## src/rtl/vga_timing_gen_if.sv

```systemverilog
`default_nettype none
// ============================================================================
//  Module      : vga_timing_gen_if
//  Description : Pixel-coordinate / RGB interface between the raster timing
//                generator (master) and the sprite renderers (slave).
//  Revision    : 1.0 - initial release
// ============================================================================
interface vga_timing_gen_if;
    logic [9:0] pixel_column;
    logic [9:0] pixel_row;
    logic       video_on;
    logic       horiz_sync;
    logic       vert_sync;
    logic       frame_start;
    logic       red_in;
    logic       green_in;
    logic       blue_in;

    // Timing generator: drives the raster position, consumes the colour.
    modport master (
        output pixel_column, pixel_row, video_on,
        output horiz_sync, vert_sync, frame_start,
        input  red_in, green_in, blue_in
    );

    // Renderer: consumes the raster position, returns the colour.
    modport slave (
        input  pixel_column, pixel_row, video_on,
        input  horiz_sync, vert_sync, frame_start,
        output red_in, green_in, blue_in
    );
endinterface
`default_nettype wire

```

## src/rtl/vga_timing_gen.sv

```systemverilog
`default_nettype none
// ============================================================================
//  Module      : vga_timing_gen
//  Description : VGA raster timing generator. Produces pixel row/column,
//                video_on, syncs and frame_start (all registered from the
//                next count) and registers renderer colour to the DAC with
//                blanking applied and syncs delayed to stay pixel-aligned.
//  Revision    : 1.0 - initial release
// ============================================================================
module vga_timing_gen #(
    parameter int H_VISIBLE = 640,
    parameter int H_FRONT   = 16,
    parameter int H_SYNC    = 96,
    parameter int H_BACK    = 48,
    parameter int V_VISIBLE = 480,
    parameter int V_FRONT   = 10,
    parameter int V_SYNC    = 2,
    parameter int V_BACK    = 33,
    parameter bit SYNC_POL  = 1'b0
) (
    input  wire logic        clock,
    input  wire logic        reset,
    vga_timing_gen_if.master vif,
    output logic             red_out,
    output logic             green_out,
    output logic             blue_out,
    output logic             vga_hsync,
    output logic             vga_vsync
);

    localparam int c_h_total = H_VISIBLE + H_FRONT + H_SYNC + H_BACK;
    localparam int c_v_total = V_VISIBLE + V_FRONT + V_SYNC + V_BACK;

    localparam logic [9:0] c_h_last     = 10'(c_h_total - 1);
    localparam logic [9:0] c_v_last     = 10'(c_v_total - 1);
    localparam logic [9:0] c_h_vis      = 10'(H_VISIBLE);
    localparam logic [9:0] c_v_vis      = 10'(V_VISIBLE);
    localparam logic [9:0] c_hs_first   = 10'(H_VISIBLE + H_FRONT);
    localparam logic [9:0] c_hs_last    = 10'(H_VISIBLE + H_FRONT + H_SYNC - 1);
    localparam logic [9:0] c_vs_first   = 10'(V_VISIBLE + V_FRONT);
    localparam logic [9:0] c_vs_last    = 10'(V_VISIBLE + V_FRONT + V_SYNC - 1);
    localparam logic       c_sync_idle  = ~SYNC_POL;

    // Raster counters and registered decodes
    logic [9:0] col_q, col_d;
    logic [9:0] row_q, row_d;
    logic       video_on_q, video_on_d;
    logic       hsync_q, hsync_d;
    logic       vsync_q, vsync_d;
    logic       frame_start_q, frame_start_d;

    // DAC output stage
    logic       red_q, green_q, blue_q;
    logic       vga_hsync_q, vga_vsync_q;

    // Next raster position and the decodes for that position, so the
    // registered flags line up with the count they are presented with.
    always_comb begin
        col_d = col_q + 10'd1;
        row_d = row_q;
        if (col_q == c_h_last) begin
            col_d = 10'd0;
            if (row_q == c_v_last) begin
                row_d = 10'd0;
            end else begin
                row_d = row_q + 10'd1;
            end
        end

        video_on_d    = (col_d < c_h_vis) && (row_d < c_v_vis);
        hsync_d       = ((col_d >= c_hs_first) && (col_d <= c_hs_last)) ? SYNC_POL : c_sync_idle;
        vsync_d       = ((row_d >= c_vs_first) && (row_d <= c_vs_last)) ? SYNC_POL : c_sync_idle;
        frame_start_d = (col_d == 10'd0) && (row_d == 10'd0);
    end

    // Raster state register; reset parks the count at (0,0) with all flags idle.
    always_ff @(posedge clock) begin
        if (reset) begin
            col_q         <= 10'd0;
            row_q         <= 10'd0;
            video_on_q    <= 1'b0;
            hsync_q       <= c_sync_idle;
            vsync_q       <= c_sync_idle;
            frame_start_q <= 1'b0;
        end else begin
            col_q         <= col_d;
            row_q         <= row_d;
            video_on_q    <= video_on_d;
            hsync_q       <= hsync_d;
            vsync_q       <= vsync_d;
            frame_start_q <= frame_start_d;
        end
    end

    // Output stage: colour sampled against the current pixel's video_on and
    // syncs delayed one clock so both describe the same pixel at the DAC.
    always_ff @(posedge clock) begin
        if (reset) begin
            red_q       <= 1'b0;
            green_q     <= 1'b0;
            blue_q      <= 1'b0;
            vga_hsync_q <= c_sync_idle;
            vga_vsync_q <= c_sync_idle;
        end else begin
            red_q       <= vif.red_in   & video_on_q;
            green_q     <= vif.green_in & video_on_q;
            blue_q      <= vif.blue_in  & video_on_q;
            vga_hsync_q <= hsync_q;
            vga_vsync_q <= vsync_q;
        end
    end

    assign vif.pixel_column = col_q;
    assign vif.pixel_row    = row_q;
    assign vif.video_on     = video_on_q;
    assign vif.horiz_sync   = hsync_q;
    assign vif.vert_sync    = vsync_q;
    assign vif.frame_start  = frame_start_q;

    assign red_out   = red_q;
    assign green_out = green_q;
    assign blue_out  = blue_q;
    assign vga_hsync = vga_hsync_q;
    assign vga_vsync = vga_vsync_q;

endmodule
`default_nettype wire

```

## src/flat_wrapper.sv

```systemverilog
// flat-port wrapper written by rule: the top's interface ports become plain ports
module vga_timing_gen_flat 
#(
    parameter int H_VISIBLE = 640,
    parameter int H_FRONT   = 16,
    parameter int H_SYNC    = 96,
    parameter int H_BACK    = 48,
    parameter int V_VISIBLE = 480,
    parameter int V_FRONT   = 10,
    parameter int V_SYNC    = 2,
    parameter int V_BACK    = 33,
    parameter bit SYNC_POL  = 1'b0
)
  (clock, reset, red_out, green_out, blue_out, vga_hsync, vga_vsync, vif_pixel_column, vif_pixel_row, vif_video_on, vif_horiz_sync, vif_vert_sync, vif_frame_start, vif_red_in, vif_green_in, vif_blue_in);
  vga_timing_gen_if vif_i ();
  input  wire logic clock;
  input  wire logic reset;
  output logic red_out;
  output logic green_out;
  output logic blue_out;
  output logic vga_hsync;
  output logic vga_vsync;
  output wire logic [$bits(vif_i.pixel_column)-1:0] vif_pixel_column;
  output wire logic [$bits(vif_i.pixel_row)-1:0] vif_pixel_row;
  output wire logic [$bits(vif_i.video_on)-1:0] vif_video_on;
  output wire logic [$bits(vif_i.horiz_sync)-1:0] vif_horiz_sync;
  output wire logic [$bits(vif_i.vert_sync)-1:0] vif_vert_sync;
  output wire logic [$bits(vif_i.frame_start)-1:0] vif_frame_start;
  input wire logic [$bits(vif_i.red_in)-1:0] vif_red_in;
  input wire logic [$bits(vif_i.green_in)-1:0] vif_green_in;
  input wire logic [$bits(vif_i.blue_in)-1:0] vif_blue_in;
  assign vif_pixel_column = vif_i.pixel_column;
  assign vif_pixel_row = vif_i.pixel_row;
  assign vif_video_on = vif_i.video_on;
  assign vif_horiz_sync = vif_i.horiz_sync;
  assign vif_vert_sync = vif_i.vert_sync;
  assign vif_frame_start = vif_i.frame_start;
  assign vif_i.red_in = vif_red_in;
  assign vif_i.green_in = vif_green_in;
  assign vif_i.blue_in = vif_blue_in;
  vga_timing_gen #(.H_VISIBLE(H_VISIBLE), .H_FRONT(H_FRONT), .H_SYNC(H_SYNC), .H_BACK(H_BACK), .V_VISIBLE(V_VISIBLE), .V_FRONT(V_FRONT), .V_SYNC(V_SYNC), .V_BACK(V_BACK), .SYNC_POL(SYNC_POL)) u_core (.clock(clock), .reset(reset), .vif(vif_i), .red_out(red_out), .green_out(green_out), .blue_out(blue_out), .vga_hsync(vga_hsync), .vga_vsync(vga_vsync));
endmodule
```

## config.mk

```make
export PLATFORM = sky130hd
export DESIGN_NAME = vga_timing_gen_flat
export DESIGN_NICKNAME = d
export VERILOG_FILES = /design/src/rtl/vga_timing_gen_if.sv /design/src/rtl/vga_timing_gen.sv /design/src/flat_wrapper.sv
export SDC_FILE = /design/constraint.sdc
export NUM_CORES = 1
export LEC_CHECK = 0
export ABC_AREA = 1
export BUFFER_PORTS_ARGS = -buffer_cell sky130_fd_sc_hd__buf_4
export CORE_MARGIN = 2
export CORE_UTILIZATION = 54
export CTS_CLUSTER_SIZE = 25
export DETAILED_ROUTE_END_ITERATION = 12
export PLACE_DENSITY = 0.84
export SYNTH_ARGS = -nofsm -noshare
export SYNTH_HDL_FRONTEND = slang
export SYNTH_SLANG_ARGS = --single-unit
```

## constraint.sdc

```tcl
create_clock -name clock -period 2.03 [get_ports clock]
set_input_delay 0.406 -clock clock [delete_from_list [all_inputs] [get_ports clock]]
set_output_delay 0.406 -clock clock [all_outputs]
set_load 0.02 [all_outputs]
```

# --- Yosys cells after proc, flatten, opt, wreduce, memory -nomap -nowiden ---
# Cells that the tools add are included.
word_totals:
  regBits: 29
  in_bits: 5
  output_inout_bits: 29
  elab_cells: 35
classes:
  add_sub_neg: 2
  magnitude_cmp: 6
  n_eq_ne: 2
  n_mux: 5
  bitwise_logic: 3
  reduce_logical: 6
ops:
  columns: ["op", "count"]
  rows:
  - ["$mux 10", 3]
  - ["$add 10x1->10 const B", 2]
  - ["$eq 10x10->1 const B", 2]
  - ["$logic_not 10->1", 2]
  - ["$ge 10x10->1 const B", 1]
  - ["$ge 10x9->1 const B", 1]
  - ["$le 10x10->1 const B", 1]
  - ["$le 10x9->1 const B", 1]
  - ["$lt 10x10->1 const B", 1]
  - ["$lt 10x9->1 const B", 1]
  - ["$logic_and 1x1->1", 4]
  - ["$and 1x1->1", 3]
  - ["$mux 1", 2]

# --- Longest topological paths before layout ---
# Gate-level depths: netlist of the first run.
logic_depth:
  depth_word: 6
  mapped_depth: 12
  depth_no_buf: 12

# --- Worst setup path after synthesis of the first run ---
# Ideal clock, no wire load.
synth_timing:
  kind: "register to register"
  from: "register u_core.col_q[0], in the netlist u_core.vif.pixel_column[0]"
  to: "register u_core.vsync_q, in the netlist u_core.vif.vert_sync"
  setup_ps: 114
  arrival_ps: 1709
  required_ps: 1916
  path_slack_ps: 207
  path_stages_with_launch: 13
  n_path_buf: 0
  period_less_slack_ps: 1823
  cell_sequence: "dfxtp_1 > ha_1 > nand2_2 > nor2_8 > inv_4 > nor2_8 > nand2_2 > nand2_2 > nand2_2 > nor2_2 > nand2_1 > nor2_1 > nand2_1"
synth_via:
  elab_chain_len: 5
  word_cells_on_any_way: 6
  cone_classes: "2 x order compare; 1 x eq/ne; 2 x mux; 1 x reduce/logical"
synth_lines:
  columns: ["element", "line_no", "rtl"]
  rows:
  - ["start: declaration", "vga_timing_gen.sv:45", "logic [9:0] col_q, col_d;"]
  - ["start signal: assignment", "vga_timing_gen.sv:86", "col_q <= col_d;"]
  - ["$eq 10x10->1 (*)", "vga_timing_gen.sv:61", "if (col_q == c_h_last) begin"]
  - ["$mux 10 (*)", "vga_timing_gen.sv:61", null]
  - ["$ge 10x9->1 / $le 10x9->1 (equally long branches)", "vga_timing_gen.sv:72", "vsync_d = ((row_d >= c_vs_first) && (row_d <= c_vs_last)) ? SYNC_POL : c_sync_idle;"]
  - ["$logic_and 1x1->1 (*)", "vga_timing_gen.sv:72", null]
  - ["$mux 1 (*)", "vga_timing_gen.sv:72", null]
  - ["end signal: assignment", "vga_timing_gen.sv:83", "vsync_q <= c_sync_idle;"]
  - ["end signal: assignment", "vga_timing_gen.sv:90", "vsync_q <= vsync_d;"]
  - ["end: declaration", "vga_timing_gen.sv:49", "logic vsync_q, vsync_d;"]
# Every way passes the cells marked *; elsewhere a longest branch is shown, timed or not.
# A chain may end at the register's enable or synchronous reset.

# --- Worst setup path in the final report of the first run ---
layout_timing:
  from: "register u_core.col_q[1], in the netlist u_core.vif.pixel_column[1]"
  to: "register u_core.vsync_q, in the netlist u_core.vif.vert_sync"
# Same word-level chain as after synthesis.

==> results_dict.tcl, run 1 <==
set metrics [dict create \
    rows 20 \
    reg2reg_depth 10 \
    route.detailed.drc 0 \
    synth_flop_cell "dfxtp_1" \
    path_max_fanout 5 \
    power_mw 1.03 \
    dieArea_um2 3510 \
    core_um2 2980 \
    drtIter0Drc 98 \
    avgRoutedWirePerCell_um 12.2 \
    cts-htree-levels 2 \
    grt_max_degree 28 \
    synth_common_cells "nand2_1 (63), nor2_1 (51), dfxtp_1 (29), inv_1 (25), nand3_1 (21)" \
    syn_inst 250 \
    synth_fp_nets 259 \
    fmax_ghz 0.546 \
    worst_pin_slew_ns 0.433 \
    worstPathArrival_ns 2.05 \
    postCtsSetupBuffers 0 \
    place.detailed.hpwl_um 2910 \
    dpl_cell_area_um2 1940 \
    ant_nets 0 \
    cp-start-kind "register" \
    io_buffers 33 \
    post-route-period-util 0.903 \
    grtUsageTotal 0.237 \
    diodes 0 \
    cts_tree "yes" \
    clkLatencyLatePin_ns 0.32 \
    synth_most_common_cell "nand2_1" \
    yosysWarnings 0 \
    setup-tns-final_ns 0 \
    io_pins 34 \
    routed_via_density 5.22 \
    leakage_nw 0.985 \
    vdd_drop_max_uv 385 \
    ctsLongestPathBuffers 2 \
    die_h_um 59.2 \
    area_delta_synth_final_pct 21.9 \
    gp_congestion 0.907 \
    wl_um 3920 \
    r2r_slack_ns 0.20 \
    root_buffer "clkbuf_4" \
    crit_type "register to register" \
    grt_overflow 0 \
    holdWs_ns 0.318 \
    crit-reg2reg-launch "u_core.vif.pixel_column[1]$_SDFF_PP0_" \
    drv_slew 0 \
    clock-sinks 29 \
    firstDrtPassIters 4 \
    yosys-top-cells-area "dfxtp_1 (35%), nand2_1 (14%), nor2_1 (12%), nand3_1 (6.4%), inv_1 (5.7%)" \
    synth-edff-count 0 \
    max_slew_margin 0.709 \
    syn_area_um2 1650 \
    rsz0062_at_grt "no" \
    hold_path_end "u_core.green_out$_SDFF_PP0_" \
    cp.required_ns 2.25 \
    num_vias 1682 \
    fin_crit_ns 1.83 \
    grt_pass1_vias 1448 \
    cts_hold_buf 0 \
    maxCapViolations 0 \
    path_clk_slew_ns 0.09 \
    ys_types 27 \
    powerDensity_nw_per_um2 514 \
    final_cells 322 \
    synth_top_area_share 0.352 \
    hold_path_class "input port to register" \
    die_w_um 59.2 \
    antenna_found_initial 0 \
    holdCritStartpoint "vif_green_in" \
    hold_viol 0 \
    dpl.cell_count 314 \
    start_util 0.553 \
    hold_depth 3 \
    final_nets 297 \
    cp-end-kind "register" \
    r2r_end "u_core.vif.vert_sync$_SDFF_PP1_" \
    avgSynthCellArea_um2 6.59 \
    yosys.area.top_type "dfxtp_1" \
    drive_gt1_frac 0.239 \
    cts-buffers-inserted 5 \
    outcome "finished, final reports clean" \
    async_flop_share 0 \
    fin_skew_ns 0.0137 \
    setup_viol 0 \
    ctsResizeCount 0 \
    grt_pass1_wl_um 6270 \
    stdcell_area_um2 2010 \
    synth_seq_cells 29 \
    ys_seq_area_frac 0.352 \
]
[kinds of logic (layout without fill, tap and decap cells)]
logic type,after synthesis,in the layout,share of synthesized area
buf+inv,34,73,0.0835
flops,29,29,0.352
compound gates,10,10,0.0342
fa+ha+maj,4,4,0.0304
simple gates,172,172,0.494
xor+xnor,1,1,0.00532
[worst max-delay path: stages (launching register included)]
cell and delay, ns:
dfxtp_1 0.40, ha_1 0.20, nand2_2 0.11, nor2_8 0.18, nand2_1 0.21, o21ai_1 0.19
nand2_1 0.10, nor2_1 0.10, nand2_1 0.08, nor2_1 0.11, nand2_1 0.06
[per-layer routing]
layer,track usage,vias up,part of all wire
met5,0,-,0
met4,0.0714,0,0.0056
met3,0.0633,4,0.044
met2,0.374,45,0.48
met1,0.315,768,0.47
li1,-,865,-
[cell usage in the layout, fill, tap and decap left out, drive strengths merged]
| cell type | n |
|---|---|
| nor2 | 58 |
| nor3 | 3 |
| clkinv | 2 |
| or2 | 2 |
| inv | 28 |
| xnor2 | 1 |
| buf | 36 |
| a21oi | 6 |
| nand4 | 12 |
| o21bai | 1 |
| nand3b | 1 |
| nand2 | 71 |
| clkbuf | 7 |
| o21ai | 3 |
| ha | 4 |
| dfxtp | 29 |
| nor3b | 1 |
| nand3 | 24 |
[worst max path at each step]
stage                                          start                         endpoint  slack [ns]  depth (start not counted)
4_1_cts        u_core.vif.pixel_column[1]$_SDFF_PP0_  u_core.vif.vert_sync$_SDFF_PP1_        0.23                         10
5_1_grt        u_core.vif.pixel_column[1]$_SDFF_PP0_  u_core.vif.vert_sync$_SDFF_PP1_         0.1                         10
2_1_floorplan  u_core.vif.pixel_column[0]$_SDFF_PP0_  u_core.vif.vert_sync$_SDFF_PP1_        0.21                         12
3_3_place_gp   u_core.vif.pixel_column[1]$_SDFF_PP0_  u_core.vif.vert_sync$_SDFF_PP1_        0.30                         10
6_report       u_core.vif.pixel_column[1]$_SDFF_PP0_  u_core.vif.vert_sync$_SDFF_PP1_        0.20                         10
3_5_place_dp   u_core.vif.pixel_column[1]$_SDFF_PP0_  u_core.vif.vert_sync$_SDFF_PP1_        0.24                         10
[stage by stage]
stage | setup WS [ns] | util
floorplan | 0.207 | -
global placement | 0.303 | 0.651
detailed placement | 0.244 | 0.651
CTS | 0.226 | 0.674
global route | 0.0952 | 0.674
finish | 0.198 | 0.674
[final cells by class]
| cell class | count | area (um2) |
|---|---|---|
| inverter | 29 | 116 |
| clock buffer | 7 | 65.1 |
| clock inverter | 1 | 5.00 |
| timing repair buffer | 36 | 270 |
| sequential | 29 | 581 |
| fill | 296 | 970 |
| multi-input combinational | 187 | 930 |
| tap | 33 | 41.3 |
[where the power goes]
group	internal (mW)	leakage [nW]	switching [mW]
Sequential	0.577	0.235	0.00721
Combinational	0.0221	0.709	0.0317
Clock	0.201	0.0413	0.194
No activity file was read; power rests on OpenSTA's default activity.
==> run 2: changes to the inputs <==
--- a/config.mk
+++ b/config.mk
@@ -5,13 +5,12 @@
 export SDC_FILE = /design/constraint.sdc
 export NUM_CORES = 1
 export LEC_CHECK = 0
-export ABC_AREA = 1
 export BUFFER_PORTS_ARGS = -buffer_cell sky130_fd_sc_hd__buf_4
 export CORE_MARGIN = 2
-export CORE_UTILIZATION = 54
+export CORE_UTILIZATION = 52
 export CTS_CLUSTER_SIZE = 25
 export DETAILED_ROUTE_END_ITERATION = 12
-export PLACE_DENSITY = 0.84
+export PLACE_DENSITY = 0.82
 export SYNTH_ARGS = -nofsm -noshare
 export SYNTH_HDL_FRONTEND = slang
 export SYNTH_SLANG_ARGS = --single-unit
==> results_dict.tcl, run 2 <==
set metrics [dict create \
    switching_share 0.246 \
    fin_crit_ns 2.25 \
    async_flop_share 0 \
    synth_fp_nets 175 \
    gp_congestion 0.894 \
    core_um2 2710 \
    io_pins 34 \
    r2r_end "u_core.vif.vert_sync$_SDFF_PP1_" \
    clkLatencyLatePin_ns 0.33 \
    synth-edff-count 0 \
    r2r_slack_ns -0.22 \
    ys_seq_area_frac 0.395 \
    final_cells 279 \
    setup_ws_ns -0.224 \
    combPwrFrac 0.087 \
    synth_common_cells "dfxtp_1 (29), nor2_1 (18), nor3_1 (10), nand3_1 (8)" \
    grt_overflow 0 \
    cp.required_ns 2.23 \
    cp-start-kind "register" \
    synth_flop_cell "dfxtp_1" \
    final_nets 256 \
    ctsLongestPathBuffers 2 \
    path_cells "or2_4, nor4_4, nand4_1, xor2_1, nor3_2, or4b_1" \
    yosys-top-cells-area "dfxtp_1 (39%), nor2_1 (4.6%), xor2_1 (4.2%), ha_1 (3.4%), nor3_1 (3.4%)" \
    switching_power_mw 0.270 \
    fin_skew_ns 0.0120 \
    nFillCells 151 \
    grt_max_degree 27 \
    dieArea_um2 3270 \
    grt_pass1_wl_um 7060 \
    cts-buffers-inserted 5 \
    reg2reg_depth 6 \
    avgSynthCellArea_um2 8.86 \
    avgRoutedWirePerCell_um 16.9 \
    hold_viol 0 \
    rows 19 \
    synth_most_common_cell "dfxtp_1" \
    syn_inst 166 \
    cts-htree-levels 2 \
    outcome "finished, violations left" \
    worst_pin_slew_ns 0.370 \
    place.detailed.hpwl_um 3120 \
    fmax_ghz 0.444 \
    root_buffer "clkbuf_4" \
    wl_um 4710 \
    antenna_found_initial 0 \
    cp_slowest_cell "or4b_1" \
    route.detailed.drc 0 \
    dpl_cell_area_um2 2070 \
    final_cell_mix "buf_4 (80), dfxtp_1 (19), nor2_1 (18), nor3_1 (9)" \
    vdd_drop_max_uv 573 \
    cts_tree "yes" \
    hold_path_class "input port to register" \
    syn_area_um2 1470 \
    start_util 0.543 \
    crit_type "register to register" \
    diodes 0 \
    path_buf_inv 0 \
    grt_pass1_vias 1622 \
    clock-sinks 29 \
    num_vias 1632 \
    synth_seq_cells 29 \
    hold_depth 2 \
    powerDensity_nw_per_um2 485 \
    internal_power_mw 0.827 \
    maxCapViolations 0 \
    crit-reg2reg-launch "u_core.vif.pixel_column[7]$_SDFF_PP0_" \
    drv_slew 0 \
    yosys.area.top_type "dfxtp_1" \
    firstDrtPassIters 4 \
    routed_via_density 5.85 \
    sequentialPowerShare 0.538 \
    setup_viol 3 \
    cp-end-kind "register" \
    die_w_um 57.2 \
    fin_util 0.835 \
    io_buffers 33 \
    ant_nets 0 \
    slowest_delay_ns 0.48 \
    final_common_cell "buf_4" \
    dpl.cell_count 265 \
    post-route-period-util 1.11 \
    yosysWarnings 0 \
    clkPwrFrac 0.375 \
    rsz0062_at_grt "yes" \
    crit_family "simple AND/OR/NAND/NOR gates" \
    synth_top_area_share 0.395 \
    path_max_fanout 5 \
    area_delta_synth_final_pct 53.8 \
    hold_path_end "u_core.blue_out$_SDFF_PP0_" \
    violations "negative setup slack" \
    holdCritStartpoint "vif_blue_in" \
    ys_types 44 \
    grtUsageTotal 0.279 \
    leakage_nw 0.994 \
    path_clk_slew_ns 0.10 \
    max_slew_margin 0.750 \
    worstPathArrival_ns 2.45 \
    drive_gt1_frac 0.492 \
    drtIter0Drc 109 \
    die_h_um 57.2 \
    stdcell_area_um2 2260 \
]
run 2: changes by cell type after synthesis, moves of 8 or more:
cell and change:
nand3_1 -13, nand2_1 -57, nand2_2 -8, nor2_1 -33
inv_1 -20
run 2: cells by family (layout without fill, tap and decap cells):
| group | after synthesis | after routing | synth area share |
|---|---|---|---|
| simple gates | 84 | 84 | 0.354 |
| flops | 29 | 29 | 0.395 |
| compound gates | 24 | 24 | 0.106 |
| buf+inv | 13 | 95 | 0.0400 |
| xor+xnor | 12 | 12 | 0.0714 |
| fa+ha+maj | 4 | 4 | 0.0340 |
run 2: power by group through the flow:
stage | Clock (mW) | Sequential [mW] | Combinational, mW
floorplan | 0 | 0.615 | 0.0328
global placement | 0 | 0.602 | 0.0886
detailed placement | 0 | 0.602 | 0.0906
CTS | 0.418 | 0.590 | 0.0909
global route | 0.440 | 0.591 | 0.101
finish | 0.411 | 0.590 | 0.0953
run 2: worst max path at each step:
stage,from,to,slack (ns),cells past startpoint
final,u_core.vif.pixel_column[7]$_SDFF_PP0_,u_core.vif.vert_sync$_SDFF_PP1_,-0.22,6
after global routing,u_core.vif.pixel_column[7]$_SDFF_PP0_,u_core.vif.vert_sync$_SDFF_PP1_,-0.31,6
after CTS,u_core.vif.pixel_column[1]$_SDFF_PP0_,u_core.vif.vert_sync$_SDFF_PP1_,-0.09,7
after detailed placement,u_core.vif.pixel_column[1]$_SDFF_PP0_,u_core.vif.vert_sync$_SDFF_PP1_,-0.19,7
after global placement,u_core.vif.pixel_column[1]$_SDFF_PP0_,u_core.vif.vert_sync$_SDFF_PP1_,-0.07,7
after floorplan,u_core.vif.pixel_column[6]$_SDFF_PP0_,u_core.vif.vert_sync$_SDFF_PP1_,-0.22,8
run 2: metal layers:
metal / GRT usage / vias to the layer above / part of all wire / wire (um)
met4: 0.166 / 0 / 0.036 / 168
met3: 0.0839 / 21 / 0.075 / 355
met5: 0 / - / 0 / 0
li1: - / 759 / - / -
met1: 0.315 / 771 / 0.38 / 1780
met2: 0.465 / 81 / 0.51 / 2410
run 2: cell type report:
class / count / area, um2 / area share
clock buffer: 7 / 65.1 / 0.0287
clock inverter: 1 / 5.00 / 0.00221
inverter: 5 / 18.8 / 0.00829
multi-input combinational: 124 / 912 / 0.403
sequential: 29 / 601 / 0.265
tap: 31 / 38.8 / 0.0171
timing repair buffer: 82 / 623 / 0.275
run 2: through the flow:
stage	hold WS, ns	setup WS, ns	power, mW	TNS [ns]
floorplan	0.493	-0.219	0.647	-0.354
global placement	0.424	-0.0750	0.690	-0.0750
global route	0.282	-0.314	1.13	-0.683
detailed placement	0.426	-0.189	0.693	-0.197
CTS	0.270	-0.0886	1.10	-0.131
finish	0.280	-0.224	1.10	-0.309
run 2: what timing repair did:
action / CTS / global route
hold buffers: 0 / 0
resized for setup: 3 / 16
pin swaps: 5 / 4
buffers inserted: 4 / 2
setup endpoints to repair: 2 / 5
==> run 3: changes to the inputs <==
--- a/config.mk
+++ b/config.mk
@@ -6,11 +6,14 @@
 export NUM_CORES = 1
 export LEC_CHECK = 0
 export BUFFER_PORTS_ARGS = -buffer_cell sky130_fd_sc_hd__buf_4
+export CELL_PAD_IN_SITES_DETAIL_PLACEMENT = 0
+export CELL_PAD_IN_SITES_GLOBAL_PLACEMENT = 2
 export CORE_MARGIN = 2
-export CORE_UTILIZATION = 52
+export CORE_UTILIZATION = 31
 export CTS_CLUSTER_SIZE = 25
 export DETAILED_ROUTE_END_ITERATION = 12
-export PLACE_DENSITY = 0.82
+export MAX_ROUTING_LAYER = met4
+export PLACE_DENSITY = 0.83
 export SYNTH_ARGS = -nofsm -noshare
 export SYNTH_HDL_FRONTEND = slang
 export SYNTH_SLANG_ARGS = --single-unit
==> results_dict.tcl, run 3 (synthesis results as in run 2) <==
set metrics [dict create \
    outcome "finished, violations left" \
    violations "negative setup slack" \
    fmax_ghz 0.482 \
    die_h_um 72.9 \
    cp-start-kind "register" \
    start_util 0.316 \
    place.detailed.hpwl_um 3050 \
    grt_pass1_vias 1479 \
    drv_slew 0 \
    setup_ws_ns -0.0461 \
    dieArea_um2 5310 \
    seq_area_um2 602 \
    setup-tns-final_ns -0.0816 \
    diodes 0 \
    root_buffer "clkbuf_8" \
    cts-buffers-inserted 5 \
    holdWs_ns 0.322 \
    worst_pin_slew_ns 0.397 \
    io_pins 34 \
    avgRoutedWirePerCell_um 14.1 \
    crit_type "register to register" \
    final_cell_mix "buf_4 (78), nor2_1 (18), dfxtp_1 (18)" \
    final_nets 255 \
    grt_overflow 0 \
    route.detailed.drc 0 \
    leakage_nw 1.02 \
    rsz0062_at_grt "yes" \
    fin_util 0.507 \
    core_um2 4660 \
    num_vias 1502 \
    max_slew_margin 0.731 \
    worstPathArrival_ns 2.23 \
    final_common_cell "buf_4" \
    io_buffers 33 \
    ant_nets 0 \
    grt_pass1_wl_um 7070 \
    grtUsageTotal 0.181 \
    drtIter0Drc 80 \
    post-route-period-util 1.02 \
    path_clk_slew_ns 0.07 \
    hold_path_class "input port to register" \
    vdd_drop_max_uv 203 \
    drive_gt1_frac 0.498 \
    clock-sinks 29 \
    routed_via_density 4.99 \
    die_w_um 72.9 \
    cts_tree "yes" \
    multi_input_area_um2 920 \
    area_delta_synth_final_pct 60.6 \
    cp-end-kind "register" \
    reg2reg_depth 6 \
    antenna_found_initial 0 \
    firstDrtPassIters 5 \
    wl_um 4240 \
    hold_depth 2 \
    powerDensity_nw_per_um2 557 \
    clkLatencyLatePin_ns 0.28 \
    cts-htree-levels 2 \
    fin_crit_ns 2.08 \
    cp.required_ns 2.19 \
    hold_viol 0 \
    nFillCells 451 \
    ctsLongestPathBuffers 2 \
    gp_congestion 0.946 \
    fin_skew_ns 0.0112 \
    grt_max_degree 27 \
    maxCapViolations 0 \
    rows 25 \
    path_max_fanout 4 \
    cts_hold_buf 0 \
    setup_viol 2 \
]
==> run 3: path summary, 6_finish.rpt <==
kind / startpoint / to / slack (ns)
min: vif_red_in / u_core.red_out$_SDFF_PP0_ / 0.32
max reg2reg: u_core.vif.pixel_column[6]$_SDFF_PP0_ / u_core.vif.vert_sync$_SDFF_PP1_ / -0.05
max: u_core.vif.pixel_column[6]$_SDFF_PP0_ / u_core.vif.vert_sync$_SDFF_PP1_ / -0.05
min reg2reg: u_core.vif.horiz_sync$_SDFF_PP1_ / u_core.vga_hsync$_SDFF_PP1_ / 0.44
==> run 3: power by group <==
part | internal (mW) | total, mW | switching (mW)
Combinational | 0.0509 | 0.100 | 0.0495
Sequential | 0.579 | 0.588 | 0.00915
Clock | 0.399 | 0.628 | 0.229
==> run 3: critical path, stage by stage (launching register included) <==
cell and delay (ns):
dfxtp_4 0.34, or2_4 0.27, or4_4 0.57, nor2_4 0.11, o211a_1 0.15, a31oi_1 0.05
or4b_1 0.47
==> run 3: metrics by stage <==
stage / setup WS, ns / instance area [um2] / std cells / total power [mW]
final: -0.0461 / 2360 / 301 / 1.32
after global routing: -0.134 / 2360 / 301 / 1.37
after global placement: -0.220 / 2070 / 283 / 0.692
after floorplan: -0.219 / 1510 / 166 / 0.647
after detailed placement: -0.247 / 2070 / 283 / 0.693
after CTS: -0.123 / 2230 / 293 / 1.33
==> run 3: routing by layer <==
metal / GRT usage / share of wire
met2: 0.285 / 0.48
met5: - / 0
met4: 0.0967 / 0.033
met3: 0.0345 / 0.045
met1: 0.218 / 0.44
==> run 3: layout make-up <==
type | instances | area share
Clock buffer | 6 | 0.0349
Tap cell | 54 | 0.0286
Multi-Input combinational cell | 124 | 0.389
Inverter | 5 | 0.00794
Clock inverter | 2 | 0.0154
Sequential cell | 29 | 0.255
Timing Repair Buffer | 81 | 0.269
==> run 3: timing repair <==
| item | in CTS | in global routing |
|---|---|---|
| setup endpoints to repair | 3 | 6 |
| gates resized for setup | 4 | 16 |
| buffers inserted | 2 | 8 |
| pin swaps | 5 | 11 |
